$ cat config.mk
export PLATFORM = sky130hd
export DESIGN_NAME = project_mux_ctrl_flat
export DESIGN_NICKNAME = d
export VERILOG_FILES = /design/src/rtl/project_mux_ctrl_if.sv /design/src/rtl/project_mux_ctrl.sv /design/src/flat_wrapper.sv
export SDC_FILE = /design/constraint.sdc
export NUM_CORES = 1
export LEC_CHECK = 0
export BUFFER_PORTS_ARGS = -buffer_cell sky130_fd_sc_hd__buf_2
export CAP_MARGIN = 20
export CORE_AREA = 2 2 444 446
export DETAILED_ROUTE_END_ITERATION = 16
export DIE_AREA = 0 0 446 448
export HOLD_SLACK_MARGIN = 0.02
export PLACE_DENSITY_LB_ADDON = 0.1
export REMOVE_ABC_BUFFERS = 1
export SETUP_SLACK_MARGIN = 0.1
export SYNTH_ARGS = -nofsm -noshare
export SYNTH_HDL_FRONTEND = slang
export SYNTH_SLANG_ARGS = --single-unit
$ cat constraint.sdc
create_clock -name wb_clk_i -period 4.4 [get_ports wb_clk_i]
set_input_delay 0.22 -clock wb_clk_i [delete_from_list [all_inputs] [get_ports wb_clk_i]]
set_output_delay 0.22 -clock wb_clk_i [all_outputs]
set_load 0.005 [all_outputs]
$ cat src/rtl/project_mux_ctrl_if.sv
// rtl/project_mux_ctrl_if.sv - Wishbone slave bundle for the project mux controller
interface project_mux_ctrl_if;
   logic        wbs_stb_i;
   logic        wbs_cyc_i;
   logic        wbs_we_i;
   logic [3:0]  wbs_sel_i;
   logic [31:0] wbs_adr_i;
   logic [31:0] wbs_dat_i;
   logic        wbs_ack_o;
   logic [31:0] wbs_dat_o;

   modport master (
      output wbs_stb_i, wbs_cyc_i, wbs_we_i, wbs_sel_i, wbs_adr_i, wbs_dat_i,
      input  wbs_ack_o, wbs_dat_o
   );

   modport slave (
      input  wbs_stb_i, wbs_cyc_i, wbs_we_i, wbs_sel_i, wbs_adr_i, wbs_dat_i,
      output wbs_ack_o, wbs_dat_o
   );
endinterface

$ cat src/rtl/project_mux_ctrl.sv
// rtl/project_mux_ctrl.sv - Wishbone-controlled project pad mux with isolated switch gap
module project_mux_ctrl #(
   parameter int          NUM_PROJECTS  = 8,
   parameter int          IO_PADS       = 38,
   parameter logic [31:0] BASE_ADDR     = 32'h3000_0000,
   parameter int          SWITCH_GAP    = 16,
   parameter int          RESET_PROJECT = 0
) (
   input  logic                            wb_clk_i,
   input  logic                            wb_rst_n_i,
   project_mux_ctrl_if.slave               wb,
   input  logic [IO_PADS-1:0]              io_in,
   output logic [IO_PADS-1:0]              io_out,
   output logic [IO_PADS-1:0]              io_oeb,
   input  logic [NUM_PROJECTS*IO_PADS-1:0] proj_io_out_i,
   input  logic [NUM_PROJECTS*IO_PADS-1:0] proj_io_oeb_i,
   output logic [NUM_PROJECTS*IO_PADS-1:0] proj_io_in_o,
   output logic [NUM_PROJECTS-1:0]         proj_rst_o
);
   localparam int             GW        = (SWITCH_GAP > 1) ? $clog2(SWITCH_GAP) : 1;
   localparam logic [GW-1:0]  GAP_LOAD  = GW'(SWITCH_GAP - 1);
   localparam logic [7:0]     RST_PROJ  = 8'(RESET_PROJECT);

   typedef enum logic {ST_RUN, ST_SWITCH} state_t;

   state_t                  state_q, state_d;
   logic [GW-1:0]           gap_q, gap_d;
   logic [7:0]              active_q, active_d;
   logic [7:0]              pending_q, pending_d;
   logic [NUM_PROJECTS-1:0] soft_q, soft_d;
   logic [15:0]             cnt_q, cnt_d;
   logic                    ack_q, ack_d;
   logic [31:0]             dat_q, dat_d;
   logic                    held_q, held_d;

   logic        valid, in_win, accept, do_wr, act_wr, busy;
   logic [1:0]  offs;
   logic [31:0] rd_data, rd_soft;

   always_ff @(posedge wb_clk_i) begin
      if (!wb_rst_n_i) begin
         state_q   <= ST_RUN;
         gap_q     <= '0;
         active_q  <= RST_PROJ;
         pending_q <= RST_PROJ;
         soft_q    <= '0;
         cnt_q     <= '0;
         ack_q     <= 1'b0;
         dat_q     <= '0;
         held_q    <= 1'b0;
      end else begin
         state_q   <= state_d;
         gap_q     <= gap_d;
         active_q  <= active_d;
         pending_q <= pending_d;
         soft_q    <= soft_d;
         cnt_q     <= cnt_d;
         ack_q     <= ack_d;
         dat_q     <= dat_d;
         held_q    <= held_d;
      end
   end

   always_comb begin
      valid   = wb.wbs_cyc_i & wb.wbs_stb_i;
      in_win  = (wb.wbs_adr_i[31:4] == BASE_ADDR[31:4]);
      // One ack per asserted request: held stays set until the master drops valid.
      accept  = valid & in_win & ~held_q;
      do_wr   = accept & wb.wbs_we_i & (wb.wbs_sel_i != 4'b0000);
      offs    = wb.wbs_adr_i[3:2];
      act_wr  = do_wr & (offs == 2'd0) & wb.wbs_sel_i[0];

      rd_soft = '0;
      rd_soft[NUM_PROJECTS-1:0] = soft_q;
      case (offs)
         2'd0:    rd_data = {24'b0, pending_q};
         2'd1:    rd_data = {8'b0, pending_q, active_q, 7'b0, state_q == ST_SWITCH};
         2'd2:    rd_data = rd_soft;
         default: rd_data = {16'b0, cnt_q};
      endcase

      held_d    = valid & (held_q | accept);
      ack_d     = accept;
      dat_d     = (accept & ~wb.wbs_we_i) ? rd_data : 32'b0;
      state_d   = state_q;
      gap_d     = gap_q;
      active_d  = active_q;
      pending_d = pending_q;
      soft_d    = soft_q;
      cnt_d     = cnt_q;

      if (do_wr && offs == 2'd2) begin
         for (int k = 0; k < NUM_PROJECTS; k++) begin
            if (wb.wbs_sel_i[k/8]) soft_d[k] = wb.wbs_dat_i[k];
         end
      end

      case (state_q)
         ST_RUN: begin
            if (act_wr) begin
               pending_d = wb.wbs_dat_i[7:0];
               if (wb.wbs_dat_i[7:0] != active_q) begin
                  state_d = ST_SWITCH;
                  gap_d   = GAP_LOAD;
               end
            end
         end
         default: begin
            if (act_wr) begin
               pending_d = wb.wbs_dat_i[7:0];
               gap_d     = GAP_LOAD;
            end else if (gap_q == '0) begin
               active_d = pending_q;
               cnt_d    = cnt_q + 16'd1;
               state_d  = ST_RUN;
            end else begin
               gap_d = gap_q - 1'b1;
            end
         end
      endcase
   end

   always_comb begin
      busy         = (state_q == ST_SWITCH);
      io_out       = '0;
      io_oeb       = '1;
      proj_io_in_o = '0;
      // An out-of-range active value matches no slot, so pads stay isolated.
      for (int k = 0; k < NUM_PROJECTS; k++) begin
         if (!busy && active_q == 8'(k)) begin
            io_out = proj_io_out_i[k*IO_PADS +: IO_PADS];
            io_oeb = proj_io_oeb_i[k*IO_PADS +: IO_PADS];
            proj_io_in_o[k*IO_PADS +: IO_PADS] = io_in;
         end
         proj_rst_o[k] = ~wb_rst_n_i | soft_q[k] | busy | (active_q != 8'(k));
      end
   end

   assign wb.wbs_ack_o = ack_q;
   assign wb.wbs_dat_o = dat_q;
endmodule

$ cat src/flat_wrapper.sv
// flat-port wrapper written by rule: the top's interface ports become plain ports
module project_mux_ctrl_flat 
#(
   parameter int          NUM_PROJECTS  = 8,
   parameter int          IO_PADS       = 38,
   parameter logic [31:0] BASE_ADDR     = 32'h3000_0000,
   parameter int          SWITCH_GAP    = 16,
   parameter int          RESET_PROJECT = 0
)
  (wb_clk_i, wb_rst_n_i, io_in, io_out, io_oeb, proj_io_out_i, proj_io_oeb_i, proj_io_in_o, proj_rst_o, wb_wbs_stb_i, wb_wbs_cyc_i, wb_wbs_we_i, wb_wbs_sel_i, wb_wbs_adr_i, wb_wbs_dat_i, wb_wbs_ack_o, wb_wbs_dat_o);
  project_mux_ctrl_if wb_i ();
  input  logic wb_clk_i;
  input  logic wb_rst_n_i;
  input  logic [IO_PADS-1:0] io_in;
  output logic [IO_PADS-1:0] io_out;
  output logic [IO_PADS-1:0] io_oeb;
  input  logic [NUM_PROJECTS*IO_PADS-1:0] proj_io_out_i;
  input  logic [NUM_PROJECTS*IO_PADS-1:0] proj_io_oeb_i;
  output logic [NUM_PROJECTS*IO_PADS-1:0] proj_io_in_o;
  output logic [NUM_PROJECTS-1:0] proj_rst_o;
  input wire logic [$bits(wb_i.wbs_stb_i)-1:0] wb_wbs_stb_i;
  input wire logic [$bits(wb_i.wbs_cyc_i)-1:0] wb_wbs_cyc_i;
  input wire logic [$bits(wb_i.wbs_we_i)-1:0] wb_wbs_we_i;
  input wire logic [$bits(wb_i.wbs_sel_i)-1:0] wb_wbs_sel_i;
  input wire logic [$bits(wb_i.wbs_adr_i)-1:0] wb_wbs_adr_i;
  input wire logic [$bits(wb_i.wbs_dat_i)-1:0] wb_wbs_dat_i;
  output wire logic [$bits(wb_i.wbs_ack_o)-1:0] wb_wbs_ack_o;
  output wire logic [$bits(wb_i.wbs_dat_o)-1:0] wb_wbs_dat_o;
  assign wb_i.wbs_stb_i = wb_wbs_stb_i;
  assign wb_i.wbs_cyc_i = wb_wbs_cyc_i;
  assign wb_i.wbs_we_i = wb_wbs_we_i;
  assign wb_i.wbs_sel_i = wb_wbs_sel_i;
  assign wb_i.wbs_adr_i = wb_wbs_adr_i;
  assign wb_i.wbs_dat_i = wb_wbs_dat_i;
  assign wb_wbs_ack_o = wb_i.wbs_ack_o;
  assign wb_wbs_dat_o = wb_i.wbs_dat_o;
  project_mux_ctrl #(.NUM_PROJECTS(NUM_PROJECTS), .IO_PADS(IO_PADS), .BASE_ADDR(BASE_ADDR), .SWITCH_GAP(SWITCH_GAP), .RESET_PROJECT(RESET_PROJECT)) u_core (.wb_clk_i(wb_clk_i), .wb_rst_n_i(wb_rst_n_i), .wb(wb_i), .io_in(io_in), .io_out(io_out), .io_oeb(io_oeb), .proj_io_out_i(proj_io_out_i), .proj_io_oeb_i(proj_io_oeb_i), .proj_io_in_o(proj_io_in_o), .proj_rst_o(proj_rst_o));
endmodule
==> results.cfg, run 1 <==
[logic_synthesis]
netlist.area_leader.share = 0.1455
ys_seq_area_frac = 0.1419
synth.area.top_cells = and3_1 15%, dfxtp_1 14%, mux2i_1 14%, mux4_2 11%, and2_1 4.9%
async_flop_share = 0
yosysTopAreaCell = and3_1
synth.most_common_cell = and3_1
ys_warn_count = 0
ys_ff_latch = 71
avgSynthCellArea_um2 = 7.618
syn_inst = 1315
synth_cell_types = 55
synth_edf_count = 0
syn_area_um2 = 10020
synth_ff_type = dfxtp_1
synth_top_cells_by_count = 233 x and3_1, 137 x mux2i_1, 103 x clkbuf_1

[cells_and_area]
fin_cells = 4894
regArea_um2 = 1430
areaGrowthSynthToFinish_pct = 89.60
drive_above_1_share = 0.5381
multi_input_area_um2 = 7864
nets = 3053
fillCellCount = 23035

[sta]
grt_setup_unrepaired = no
fin_setup_tns_ps = 0
whs_ps = 167.8
fmax_mhz = 282.3
layout_min_cycle_time_ps = 3542
finalCritPeriodShare = 0.8050
fin_skew_ps = 9.575
slew_headroom = 0.2848
setup_viol = 0
drv_slew = 0
fin_ws_ps = 858.2
worstMarginPinSlew_ps = 1073
hold_viol = 0

[global_route]
first_global_vias = 15577
grt_antenna_before_repair = 57
grt_max_degree = 131
track_usage = 0.1103
grt_pass1_wl_mm = 150.0
grt_overflow_total = 0

[worst_setup_path]
crit_required_ps = 4180
worstPathArrival_ps = 3320
critPathCaptureType = output pin
crit_path_start_kind = flip-flop
crit_path_max_fanout = 132
crit_type = reg2out

[clock_tree]
root_buffer = clkbuf_16
htree_levels = 3
cts_buffers = 9
ctsResizeCount = 0
cts_sinks = 71
post_cts_buffers = 0
clk_latency_ps = 350
clockBufferDepth = 2
clkTransAtPathRegs_ps = 70
cts_tree = yes
ctsHoldBuffers = 0

[floorplan]
io_pins = 1140
start_util = 0.05148
die_w_um = 446
die_h_um = 448
fp-row-count = 162
fp.coreArea_um2 = 194600
dieArea_um2 = 199800

[detailed_routing]
drc = 0
wl_met2_mm = 62.31
wire_per_inst_um = 24.03
drt-initial-drc-count = 635
wl_met1_mm = 47.43
highest_layer = met5
drt_wl_total_mm = 117.6
viasPerCell = 3.095
via_count = 15146
wl_met3_mm = 6.751
ant_nets = 0
drtPass1Iterations = 4

[pwr]
ir_worst_vdd_mv = 0.1711
p_leak_uw = 0.009082
powerDensity_nw_per_um2 = 114.6

[run_status]
status = finished, final reports clean

[place]
portBuffers = 1102
placed_cells = 4862
gp_congestion = 0.7702
dp_slack_ps = 1117
hpwlAfterDp_mm = 98.32

[job]
cap_viol_max_count = 0

[min_path]
hold_path.class = in2reg
routing by layer:
metal  up-vias  GRT usage
li1       7001          -
met1      7373     0.1300
met2       670     0.2105
met3        76    0.02096
met4        26    0.01130
met5         -          0
cell usage in the layout (no fill, tap or decap), types with 7 or more instances in the layout:
cell type,instances
buf_2,1102
and3_1,231
mux2i_1,137
nand2_1,89
and2_1,78
nor2_1,72
dfxtp_1,68
o22ai_1,54
a221oi_1,52
a21oi_1,51
mux4_2,48
buf_4,44
o21ai_0,42
a22oi_1,39
inv_1,38
diode_2,16
or4_1,15
nor4_1,12
nand3_1,12
o31ai_1,12
mux2_2,11
a221o_1,10
nor3b_1,9
clkbuf_16,9
xor2_1,8
conb_1,8
buf_12,8
or3_1,7
nand4_1,7
cell families (layout without fill, tap and decap cells):
group,Yosys count,in the layout,synth area share
other,1,24,0.0003744
multiplexers,196,196,0.2572
adder cells (fa/ha/maj),3,3,0.003748
AO/OA/AOI/OAI,276,276,0.1872
flip-flops,71,71,0.1419
AND/OR/NAND/NOR,564,564,0.3198
XOR/XNOR,8,8,0.006995
buffers and inverters,196,1210,0.08281
area by class of cell:
cell class                 instances  area share
clock inverter                     6    0.004414
tap                             2542      0.1675
multi-input combinational       1055      0.4141
antenna                           16    0.002108
inverter                          39    0.007774
clock buffer                      10     0.01206
timing repair buffer            1155      0.3168
sequential                        71     0.07530
path summary, 6_finish.rpt:
check                                   from                               end  slack (ps)  cells past startpoint
max          u_core.active_q[5]$_SDFFE_PN0P_                         io_out[3]         860                      7
min reg2reg     u_core.cnt_q[9]$_SDFFE_PN0P_      u_core.cnt_q[9]$_SDFFE_PN0P_         490                      2
min                          wb_wbs_dat_i[1]  u_core.pending_q[1]$_SDFFE_PN0P_         170                      3
max reg2reg  u_core.active_q[0]$_SDFFE_PN0P_      u_core.gap_q[2]$_SDFFE_PN0P_        1770                      7
flip-flops by register name (all words and copies together) (netlist names):
name                 flops
u_core.gap_q             4
u_core.wb.wbs_ack_o      1
u_core.pending_q         8
u_core.held_q            1
u_core.cnt_q            16
u_core.active_q          8
u_core.busy              1
u_core.soft_q            8
u_core.wb.wbs_dat_o     24
where the power goes:
group	leakage (µW)	internal, µW	switching [µW]	total (µW)
registers	0.000574	641	0.0000000408	641
clock network	0.000153	496	319	814
logic	0.00836	363	358	721
through the flow:
| step | area (µm²) | util | power (µW) |
|---|---|---|---|
| 2_1_floorplan | 9360 | - | 829.3 |
| 3_3_place_gp | 18630 | 0.09573 | 1406 |
| 3_5_place_dp | 18640 | 0.09579 | 1405 |
| 4_1_cts | 18950 | 0.09740 | 2241 |
| 5_1_grt | 18950 | 0.09741 | 2307 |
| 6_report | 18990 | 0.09760 | 2177 |
critical path, cell delays in order (launching register included):
cell and delay (ps):
dfxtp_1 360, or4_1 740, nor3_4 400, buf_12 380
a221oi_1 160, o22ai_1 220, buf_4 180, buf_2 150
No activity file was read; power rests on OpenSTA's default activity.
==> run 2, diff against run 1 <==
Clock period 4.4 ns to 2.9 ns, I/O delays scaled along.
==> run 2 against run 1 <==
Against the previous run: wire length increased by 4.3%; non-clock buffer count rose by 95; sequential cell count did not move; utilization rose by 0.73 points; combinational power increased by 58%; clock power rose by 50%.
==> results.cfg, run 2 (same netlist as run 1, synthesis figures left out) <==
[pwr]
powerDensity_nw_per_um2 = 163.2
swShare = 0.3244
internal_power_uw = 2250
p_sw_uw = 1080
p_comb_frac = 0.343
power_frac_clock = 0.365
seqPwrFrac = 0.292
total_power_uw = 3330
ir_worst_vdd_mv = 0.2695
p_leak_uw = 0.009761

[detailed_routing]
via_count = 15520
viasPerCell = 3.110
ant_nets = 0
wire_per_inst_um = 24.59
drt_wl_total_mm = 122.7
drc = 0
drtPass1Iterations = 4
drt-initial-drc-count = 800

[cells_and_area]
regArea_um2 = 1430
nets = 3148
layout_common_cells = 1094 x buf_2, 231 x and3_1, 136 x mux2i_1
multi_input_area_um2 = 7973
drive_above_1_share = 0.5627
final_common_cell = buf_2
largest_register_ffs = 24
fin_util = 0.1049
areaGrowthSynthToFinish_pct = 103.7
fillCellCount = 22891

[sta]
fin_skew_ps = 6.880
slew_headroom = 0.4920
layout_min_cycle_time_ps = 2798
drv_slew = 0
finalCritPeriodShare = 0.9649
grt_setup_unrepaired = yes
fmax_mhz = 357.4
setup_viol = 0
fin_setup_tns_ps = 0
worstMarginPinSlew_ps = 756.9
hold_viol = 0

[place]
portBuffers = 1102
gp_congestion = 0.7468
hpwlAfterDp_mm = 100.8

[worst_setup_path]
crit_path_max_fanout = 10
crit_path_start_kind = flip-flop
path_cells = or4_4 > nor3_4 > buf_12 > and3_4 > buf_12 > buf_4 > a22oi_1 > a22oi_1 > buf_2
critPathCaptureType = output pin
cp_slowest_cell = or4_4
max_stage_delay_ps = 560
worstPathArrival_ps = 2650
crit_type = reg2out
crit_required_ps = 2760

[floorplan]
dieArea_um2 = 199800
fp-row-count = 162
start_util = 0.05148
io_pins = 1140
die_w_um = 446
die_h_um = 448
fp.coreArea_um2 = 194600

[clock_tree]
root_buffer = clkbuf_16
cts_tree = yes
ctsHoldBuffers = 0
htree_levels = 3
cts_sinks = 71
clk_latency_ps = 360
cts_buffers = 9
clockBufferDepth = 2
clkTransAtPathRegs_ps = 60

[global_route]
grt_max_degree = 81
grt_antenna_before_repair = 70
grt_pass1_wl_mm = 151.9
track_usage = 0.1128
first_global_vias = 15644
grt_overflow_total = 0

[min_path]
hold_path.class = in2reg

[run_status]
status = finished, final reports clean

[job]
cap_viol_max_count = 0
run 2: cell count changes in the layout (fill, tap and decap cells not counted), moves of 3 or more:
cell,delta
clkbuf_4,+3
o22ai_2,+3
buf_6,+13
clkbuf_16,+6
clkinv_2,-3
buf_4,+50
buf_8,+4
buf_16,+5
o22ai_1,-3
buf_2,-8
buf_12,+21
run 2: path summary, 6_finish.rpt:
| path | cells past startpoint | endpoint | startpoint | slack [ps] |
|---|---|---|---|---|
| worst max register to register | 7 | u_core.active_q[1]$_SDFFE_PN0P_ | u_core.held_q$_SDFF_PN0_ | 840 |
| worst min-delay path | 3 | u_core.held_q$_SDFF_PN0_ | wb_wbs_stb_i | 90 |
| worst max-delay path | 9 | io_out[2] | u_core.active_q[5]$_SDFFE_PN0P_ | 100 |
| worst min register to register | 2 | u_core.cnt_q[3]$_SDFFE_PN0P_ | u_core.cnt_q[3]$_SDFFE_PN0P_ | 500 |
run 2: final cells by class:
type / instances / area share
Clock inverter: 4 / 0.002636
Tap cell: 2542 / 0.1558
Multi-Input combinational cell: 1055 / 0.3906
Inverter: 39 / 0.007418
Timing Repair Buffer: 1250 / 0.3588
Sequential cell: 71 / 0.07007
Clock buffer: 12 / 0.01257
Antenna cell: 17 / 0.002084
run 2: metrics by stage:
step	std cells	cell area (µm²)	worst slack (ps)	hold WS, ps
2_1_floorplan	1165	9360	-6082	221.1
3_3_place_gp	4918	19260	122.4	455.0
3_5_place_dp	4918	19260	106.7	458.5
4_1_cts	4947	19920	50.57	66.66
5_1_grt	4979	20380	12.19	99.23
6_report	4990	20410	101.9	87.43
run 2: power by group through the flow:
stage	Clock [µW]	Sequential, µW	Combinational (µW)
6_report	1220	973	1140
3_5_place_dp	0	995	1160
3_3_place_gp	0	995	1160
4_1_cts	1280	973	1170
2_1_floorplan	0	997	261
5_1_grt	1320	972	1240
run 2: metal layers:
metal  GRT usage  up-vias  share of wire  wire length, µm
met5           0        -         0.0014              168
met4     0.02039       28          0.015             1874
met3     0.02492      101          0.064             7892
met2      0.2075      707           0.52            63420
met1      0.1339     7477           0.40            49360
li1            -     7207              -                -
run 2: worst max-delay path: cells and delay by family (launching register included):
family	cells	cell delay, ps
AO/OA/AOI/OAI	2	330
AND/OR/NAND/NOR	3	960
flip-flops	1	310
buffers and inverters	4	650
run 2: what timing repair did:
item / CTS / global route
gates resized for setup: 31 / 30
pin swaps: 3 / 10
buffers inserted: 10 / 20
gates cloned: 3 / 6
setup endpoints to repair: 164 / 86
==> run 3, diff against run 2 <==
Clock period 2.9 ns to 3.02 ns, I/O delays scaled along.
==> run 3 against run 2 <==
Against the previous run: wire length down 1.7%; power decreased by 0.75%; clock power increased by 6%; non-clock buffer count fell by 35; worst setup slack better by 66 ps; global-route usage about the same; sequential share of layout area up 0.19 points; first-iteration DRC count is 3.9% lower; sequential power down 4.0%; largest power group unchanged.
==> results.cfg, run 3 (same netlist as run 1, synthesis figures left out) <==
[floorplan]
die_w_um = 446
start_util = 0.05148
dieArea_um2 = 199800
fp.coreArea_um2 = 194600
die_h_um = 448
fp-row-count = 162
io_pins = 1140

[pwr]
ir_worst_vdd_mv = 0.2038
powerDensity_nw_per_um2 = 166.2
total_power_uw = 3305
p_leak_uw = 0.009510

[cells_and_area]
drive_above_1_share = 0.5559
fillCellCount = 22946
nets = 3113
fin_util = 0.1022
layout_common_cells = 1100 x buf_2, 231 x and3_1, 137 x mux2i_1
areaGrowthSynthToFinish_pct = 98.56
largest_register_ffs = 24
final_common_cell = buf_2

[detailed_routing]
viasPerCell = 3.068
drt-initial-drc-count = 769
ant_nets = 0
via_count = 15198
drtPass1Iterations = 4
drc = 0
wire_per_inst_um = 24.34
drt_wl_total_mm = 120.6

[job]
cap_viol_max_count = 0

[clock_tree]
clk_latency_ps = 350
root_buffer = clkbuf_16
clkTransAtPathRegs_ps = 60
cts_sinks = 71
cts_tree = yes
htree_levels = 3
clockBufferDepth = 2
cts_buffers = 9
ctsHoldBuffers = 0

[global_route]
first_global_vias = 15526
track_usage = 0.1129
grt_overflow_total = 0
grt_antenna_before_repair = 65
grt_max_degree = 103
grt_pass1_wl_mm = 152.1

[run_status]
status = finished, final reports clean

[min_path]
worstHoldStart = wb_wbs_dat_i[1]
hold_depth = 3
hold_path.class = in2reg
holdPathEnd = u_core.pending_q[1]$_SDFFE_PN0P_

[sta]
grt_setup_unrepaired = yes
slew_headroom = 0.5687
hold_viol = 0
fmax_mhz = 350.6
finalCritPeriodShare = 0.9446
drv_slew = 0
worstMarginPinSlew_ps = 645.6
fin_skew_ps = 9.034
setup_viol = 0
layout_min_cycle_time_ps = 2853

[worst_setup_path]
crit_path_start_kind = flip-flop
crit_required_ps = 2870
r2r_start = u_core.cnt_q[6]$_SDFFE_PN0P_
reg2regPathDepth = 5
crit_type = reg2out
crit_path_max_fanout = 27
regToRegSetupSlack_ps = 1000
worstPathArrival_ps = 2700
critPathCaptureType = output pin
reg2reg_to = u_core.cnt_q[14]$_SDFFE_PN0P_

[place]
hpwlAfterDp_mm = 102.0
portBuffers = 1102
gp_congestion = 0.7596
[run 3: critical path, stage by stage (launching register included)]
cell and delay, ps:
dfxtp_2 360, or4_4 570, buf_4 190, nor4_4 360, buf_12 240, a32o_1 370, buf_2 200
[run 3: repair_timing]
action / 4_1_cts / 5_1_grt
endpoints found under the setup margin: 155 / 58
pin swaps: 4 / 5
setup buffers: 9 / 5
hold endpoints to repair: 0 / 0
gates resized for setup: 29 / 17
cloned: 1 / 2
[run 3: layout make-up]
cell class                      count  area (µm²)  area share
Antenna cell                       16       40.04    0.002013
Clock buffer                       11       242.7     0.01220
Clock inverter                      5       103.9    0.005221
Inverter                           39       147.6    0.007423
Multi-Input combinational cell   1055        7995      0.4020
Sequential cell                    71        1431     0.07196
Tap cell                         2542        3181      0.1599
Timing Repair Buffer             1215        6749      0.3393
[run 3: stage by stage]
step / TNS, ps / setup slack (ps) / cell area (µm²) / hold WS (ps) / instances
after global routing: 0 / 74.61 / 19870 / 92.22 / 4945
after detailed placement: -826.0 / -475.6 / 19070 / 453.4 / 4905
final: 0 / 167.4 / 19890 / 97.62 / 4954
after global placement: -832.2 / -451.0 / 19070 / 461.1 / 4905
after floorplan: -1716930 / -5968 / 9360 / 227.1 / 1165
after CTS: 0 / 5.087 / 19680 / 73.21 / 4931
[run 3: how the worst max path moves through the flow]
stage / start / to / cells after the start
2_1_floorplan: u_core.active_q[1]$_SDFFE_PN0P_ / proj_rst_o[7] / 4
3_3_place_gp: u_core.active_q[5]$_SDFFE_PN0P_ / io_out[18] / 7
3_5_place_dp: u_core.active_q[5]$_SDFFE_PN0P_ / io_out[18] / 7
4_1_cts: u_core.active_q[5]$_SDFFE_PN0P_ / io_out[18] / 8
5_1_grt: u_core.active_q[5]$_SDFFE_PN0P_ / io_oeb[33] / 9
6_report: u_core.active_q[5]$_SDFFE_PN0P_ / io_out[13] / 6
[run 3: report_power, final]
| part | internal [µW] | total (µW) | switching [µW] |
|---|---|---|---|
| Sequential | 934 | 934 | 0.0000000552 |
| Combinational | 535 | 1080 | 548 |
| Clock | 832 | 1290 | 457 |
[run 3: metal layers]
metal	vias up	track usage	wire length, µm
met4	28	0.01490	1521
met1	7302	0.1330	48500
li1	7117	-	-
met5	-	0	175
met3	86	0.02470	7329
met2	665	0.2114	63070
